===== config.mk =====
export PLATFORM = sky130hd
export DESIGN_NAME = multiport_regfile
export DESIGN_NICKNAME = d
export VERILOG_FILES = /design/src/rtl/multiport_regfile.sv
export SDC_FILE = /design/constraint.sdc
export NUM_CORES = 2
export LEC_CHECK = 0
export BUFFER_PORTS_ARGS = -buffer_cell sky130_fd_sc_hd__buf_2
export CORE_MARGIN = 2
export CORE_UTILIZATION = 50
export DETAILED_ROUTE_END_ITERATION = 8
export PLACE_DENSITY = 0.77
export SLEW_MARGIN = 20
export SYNTH_ARGS = -nofsm -noshare
export SYNTH_HDL_FRONTEND = slang
export SYNTH_HIERARCHICAL = 1
export SYNTH_SLANG_ARGS = --single-unit

===== constraint.sdc =====
create_clock -name clk -period 7.7 [get_ports clk]
set_input_delay 1.54 -clock clk [delete_from_list [all_inputs] [get_ports clk]]
set_output_delay 1.54 -clock clk [all_outputs]
set_load 0.02 [all_outputs]

===== src/rtl/multiport_regfile.sv =====
// multiport_regfile: NREGS x XLEN register file, NRD combinational read
// ports, one write port, entry 0 hardwired to zero.
// After reset the array is swept to zero (entries 1..NREGS-1, one per cycle)
// before ready rises; reads return 0 and writes are dropped until then.
// Ports:
//   clk, rst              clock, synchronous active-high reset
//   raddr[NRD*AW]         read addresses, lane i at [i*AW +: AW]
//   rdata[NRD*XLEN]       read data, lane i at [i*XLEN +: XLEN]
//   we, waddr, wdata      write port (takes effect on the rising edge)
//   ready                 high once the clear sweep has finished

module multiport_regfile_lane #(
  parameter int XLEN   = 32,
  parameter int NREGS  = 32,
  parameter int AW     = 5,
  parameter int BYPASS = 1
) (
  input  logic [NREGS-1:0][XLEN-1:0] mem,
  input  logic                       run,
  input  logic [AW-1:0]              raddr,
  input  logic                       wen,   // qualified write: RUN, we, waddr != 0
  input  logic [AW-1:0]              waddr,
  input  logic [XLEN-1:0]            wdata,
  output logic [XLEN-1:0]            rdata
);
  always_comb begin
    rdata = '0;
    if (run && raddr != '0) begin
      rdata = mem[raddr];
      // wen already excludes address 0, so x0 never forwards
      if (BYPASS != 0 && wen && raddr == waddr) rdata = wdata;
    end
  end
endmodule

module multiport_regfile #(
  parameter int XLEN   = 32,
  parameter int NREGS  = 32,
  parameter int NRD    = 2,
  parameter int BYPASS = 1
) (
  input  logic                            clk,
  input  logic                            rst,
  input  logic [NRD*$clog2(NREGS)-1:0]    raddr,
  output logic [NRD*XLEN-1:0]             rdata,
  input  logic                            we,
  input  logic [$clog2(NREGS)-1:0]        waddr,
  input  logic [XLEN-1:0]                 wdata,
  output logic                            ready
);
  localparam int AW = $clog2(NREGS);
  localparam logic [AW-1:0] LAST = AW'(NREGS-1);

  typedef enum logic [0:0] {CLEAR, RUN} state_t;

  typedef struct packed {
    logic            en;
    logic [AW-1:0]   addr;
    logic [XLEN-1:0] data;
  } wreq_t;

  state_t                     state;
  logic [AW-1:0]              clr_idx;
  logic [NREGS-1:0][XLEN-1:0] mem;   // entry 0 is never written nor read
  logic                       run;
  wreq_t                      wr;

  assign run     = (state == RUN);
  assign wr.en   = run && we && (waddr != '0);
  assign wr.addr = waddr;
  assign wr.data = wdata;

  always_ff @(posedge clk) begin
    if (rst) begin
      state   <= CLEAR;
      clr_idx <= AW'(1);
      ready   <= 1'b0;
    end else begin
      case (state)
        CLEAR: begin
          mem[clr_idx] <= '0;
          if (clr_idx == LAST) begin
            state <= RUN;
            ready <= 1'b1;
          end else begin
            clr_idx <= clr_idx + 1'b1;
          end
        end
        RUN: begin
          if (wr.en) mem[wr.addr] <= wr.data;
        end
        default: state <= CLEAR;
      endcase
    end
  end

  for (genvar i = 0; i < NRD; i++) begin : g_lane
    multiport_regfile_lane #(
      .XLEN(XLEN), .NREGS(NREGS), .AW(AW), .BYPASS(BYPASS)
    ) u_lane (
      .mem   (mem),
      .run   (run),
      .raddr (raddr[i*AW +: AW]),
      .wen   (wr.en),
      .waddr (wr.addr),
      .wdata (wr.data),
      .rdata (rdata[i*XLEN +: XLEN])
    );
  end
endmodule


# ---- Yosys cells after proc, flatten, opt, wreduce, memory -nomap -nowiden
# Cells that the tools add are included.
# W data, S select, Z words.
dict set report totals {
  register_bits 1031
  output_inout_bits 65
  elab_cells 82
}
dict set report op_classes {
  add_sub_neg 1
  n_lt_le_gt_ge 6
  eq_ne 4
  n_mux 17
  bitwise_logic 5
  n_reduce_logical 14
}
# cell count
set ops {}
lappend ops {{$pmux W1024 S2} 1}
lappend ops {{$and A1024 B1024 Y1024} 1}
lappend ops {{$bwmux W1024} 1}
lappend ops {{$mux W1024} 1}
lappend ops {{$not A1024 Y1024} 1}
lappend ops {{$bmux W32 S5} 2}
lappend ops {{$demux W32 S5} 2}
lappend ops {{$mux W32} 8}
lappend ops {{$lt A5 B6 Y1 const B} 4}
lappend ops {{$reduce_bool A5 Y1} 3}
lappend ops {{$eq A5 B5 Y1} 2}
lappend ops {{$ge A5 B1 Y1 const B} 2}
lappend ops {{$logic_and A1 B1 Y1} 8}
lappend ops {{$reduce_and A2 Y1} 3}
lappend ops {{$add A5 B1 Y5 const B} 1}
lappend ops {{$eq A5 B5 Y1 const B} 1}
lappend ops {{$not A1 Y1} 3}
lappend ops {{$mux W1} 2}
lappend ops {{$ne A2 B1 Y1 const B} 1}

# ---- Logic depth before layout (Yosys ltp)
dict set report depth {
  ltp_word 7
  mapped_depth 10
}

# ---- By module
# Netlist, hierarchy kept.
# module n_inst cells_per_inst area_each_um2 seq_area_each_um2
set modules_own_cells {}
lappend modules_own_cells {multiport_regfile 1 2697 42406.9 30889.6}
lappend modules_own_cells {multiport_regfile_lane 2 618 8165.3 0.0}

# ---- Worst setup path before layout
# No wires, ideal clock.
dict set report synth_path {
  path_kind {input -> output}
  from {input port waddr[1]}
  to {output port rdata[10]}
  arrival_ns 3.416
  required_time_ns 6.160
  path_slack_ns 2.744
  cell_stages 9
  n_path_buf 2
  path_cell_list {or3_4 nor3_4 buf_2 nor2_1 nand2_1 or2_1 clkbuf_1 o21ai_0 nor3_1}
}
# item line
set synth_rtl {}
lappend synth_rtl {{from (decl)} 47} ;# input logic [$clog2(NREGS)-1:0] waddr,
lappend synth_rtl {{to (decl)} 45} ;# output logic [NRD*XLEN-1:0] rdata,

# ---- Worst setup path in the final report
dict set report layout_path {
  from {input port raddr[3]}
  to {output port rdata[25]}
}
dict set report layout_between {
  elab_chain_len 4
  elab_cells_between_ends 8
}
# item line
set layout_lines {}
lappend layout_lines {{from (decl)} 44} ;# input logic [NRD*$clog2(NREGS)-1:0] raddr,
lappend layout_lines {{$bmux W32 S5 or $eq A5 B5 Y1 (tied branches)} {29, 31}}
lappend layout_lines {{$mux W32 (implied by the code) or $logic_and A1 B1 Y1 (tied branches)} {29, 31}}
lappend layout_lines {{$mux W32} 31} ;# if (BYPASS != 0 && wen && raddr == waddr) rdata = wdata;
lappend layout_lines {{$mux W32 *} 28} ;# if (run && raddr != '0) begin
# Every way passes the cells marked *; elsewhere a longest branch is shown, timed or not. The select of a mux whose other input is x is not followed.

==> results.tsv <==
metric	value	unit
syn_area_per_cell	14.93	sq um
drt_iter0_drc	9574	
synth.cell_area	0.05874	sq mm
hold_viol	0	
worstPathRequired	6.16	ns
final_util	55.39	%
cts_hold_buf	0	
syn-num-nets	3988	
start_kind	input pin	
clock_sinks	1031	
drive_above_1_share	28.63	%
hold_class	reg -> reg	
cts.clk_slew.worst_paths	0.06	ns
rows	125	
synth_edf_count	1024	
clock_path_buffers	3	
synthFlopType	edfxtp_1	
via_per_inst	8.436	
synth.top_cell.area_share	52.35	%
drc	0	
top_level_ports	115	
async_flop_share	0	%
multi_input_area	0.02639	sq mm
grt_pass1_vias	44700	
drv_slew	0	
yosys_warnings	6	
port_buffers	114	
placedCellCount	5227	
gp_congestion	1.012	
cts_tree	built	
ys_types	45	
arrival	5.07	ns
rsz0062_at_grt	false	
synth_top_cell_by_area	edfxtp_1	
track_usage	36.94	%
crit_path_end_kind	primary output	
overflow	0	
cts-buffers-inserted	105	
worst_slack	1.087	ns
dieArea	0.1202	sq mm
vdd_drop_max	0.1835	mV
drv_cap	0	
crit_type	in -> out	
nets	3865	
post_cts_resized	0	
pre_cts_ws	1.528	ns
critPathSlowestCell	nand2b_2	
status	finished clean	
dr_total_vias	45800	
drtPass1Iterations	9	
critPathMaxFanout	22	
max_freq	0.1512	GHz
hold_ws	0.4910	ns
h-tree-depth	3	
die_h	346.7	microns
netlist_top_cells_area	edfxtp_1 52%, mux4_2 22%, o2bb2ai_1 12%	
fin_total_pwr	14.22	mW
area_growth	9.724	%
die_w	346.7	microns
final_cell_mix	1024 x edfxtp_1, 807 x o2bb2ai_1, 576 x mux4_2	
initial_utilization	50.48	%
tns	0	ns
post-cts-setup-buffers	0	
drt_wl_total	226.5	mm
seqCellArea	0.03089	sq mm
postRouteAntennaNets	0	
grt_pass1_wl	320.9	mm
power_leakage	20.54	nW
finClkSkew	0.02668	ns
synth_cells	3933	
fin_area	0.06445	sq mm
root_buffer	clkbuf_16	
grt_max_degree	95	
ys_ff_latch	1031	
yosysSeqAreaShare	52.59	%
postPlaceCellArea	0.06108	sq mm
path_cells	buf_2 > nand2b_2 > buf_4 > o22ai_1 > nor2_1 > nor2_1 > nor3_1 > buf_2	
pwr_density_cell	220.6	mW/mm^2
grt_antenna_before_repair	16	
stdcell_count	5429	
period_needed	6.613	ns
tightest_slew	1.187	ns
cpPeakStageDelay	0.96	ns
setup_violations	0	
core_area	0.1164	sq mm
fin_crit_sh	85.88	%
place_hpwl	126.3	mm
wl_per_cell	41.72	microns
fill_cells	8956	
slew_headroom	20.71	%
layout_commonest_cell	edfxtp_1	
clk_latency	0.72	ns
-- state kept, by name, indices dropped and copies added, names as in the netlist --
| register | flops |
|---|---|
| clr_idx | 5 |
| mem | 1024 |
| ready | 1 |
| run | 1 |
-- metal layers --
layer  GRT usage (%)  part of all wire (%)
met2           52.48                    42
met3           17.28                    19
met5               0                 0.046
met4           24.46                   8.8
met1           45.07                    30
-- path summary, 6_finish.rpt --
path / startpoint / end / slack, ns / cells past startpoint
min: ready$_SDFFE_PP0P_ / ready$_SDFFE_PP0P_ / 0.49 / 2
max: raddr[3] / rdata[25] / 1.09 / 8
min reg2reg: ready$_SDFFE_PP0P_ / ready$_SDFFE_PP0P_ / 0.49 / 2
max reg2reg: run$_SDFF_PP0_ / mem[15]$_DFFE_PP_ / 3.45 / 4
-- final cells by class --
cell class                 instances  area share (%)
sequential                      1031           47.94
clock inverter                    76          0.9979
inverter                           4         0.02524
multi-input combinational       2397           40.94
timing repair buffer             271           2.963
tap                             1524           2.959
clock buffer                     116           4.141
antenna                           10         0.03883
-- synthesized netlist by cell type (4+ instances only) --
cell       count
a21oi_1       19
a2bb2o_1      25
a31oi_1       15
a32o_1        64
a41oi_1        4
buf_1         34
buf_2        226
buf_4         11
buf_6         20
clkbuf_1     210
dfxtp_1        7
edfxtp_1    1024
ha_1           5
inv_1          4
mux4_2       576
nand2_1      202
nand2b_1       5
nand3_1        5
nor2_1       198
nor2b_1        9
nor3_1        64
o21ai_0      197
o21ai_1       27
o22ai_1      128
o2bb2ai_1    807
or2_1          4
xnor2_1       12
-- power by group --
part	total, mW	internal, mW	switching, mW
Combinational	2.10	0.945	1.16
Sequential	6.96	6.67	0.292
Clock	5.15	2.82	2.33
-- critical path, delay by kind of cell --
kind / cells / cell delay (ns)
and+or+nand+nor: 4 / 2.00
buffers and inverters: 3 / 1.41
AOI/OAI and AO/OA: 1 / 0.10
-- kinds of logic after synthesis --
group / Yosys count / synth area share, %
xor+xnor: 12 / 0.1789
compound gates: 1292 / 17.30
flops: 1031 / 52.59
buf+inv: 505 / 4.035
simple gates: 512 / 3.704
fa+ha+maj: 5 / 0.1065
mux: 576 / 22.09
No activity file was read; power rests on OpenSTA's default activity.
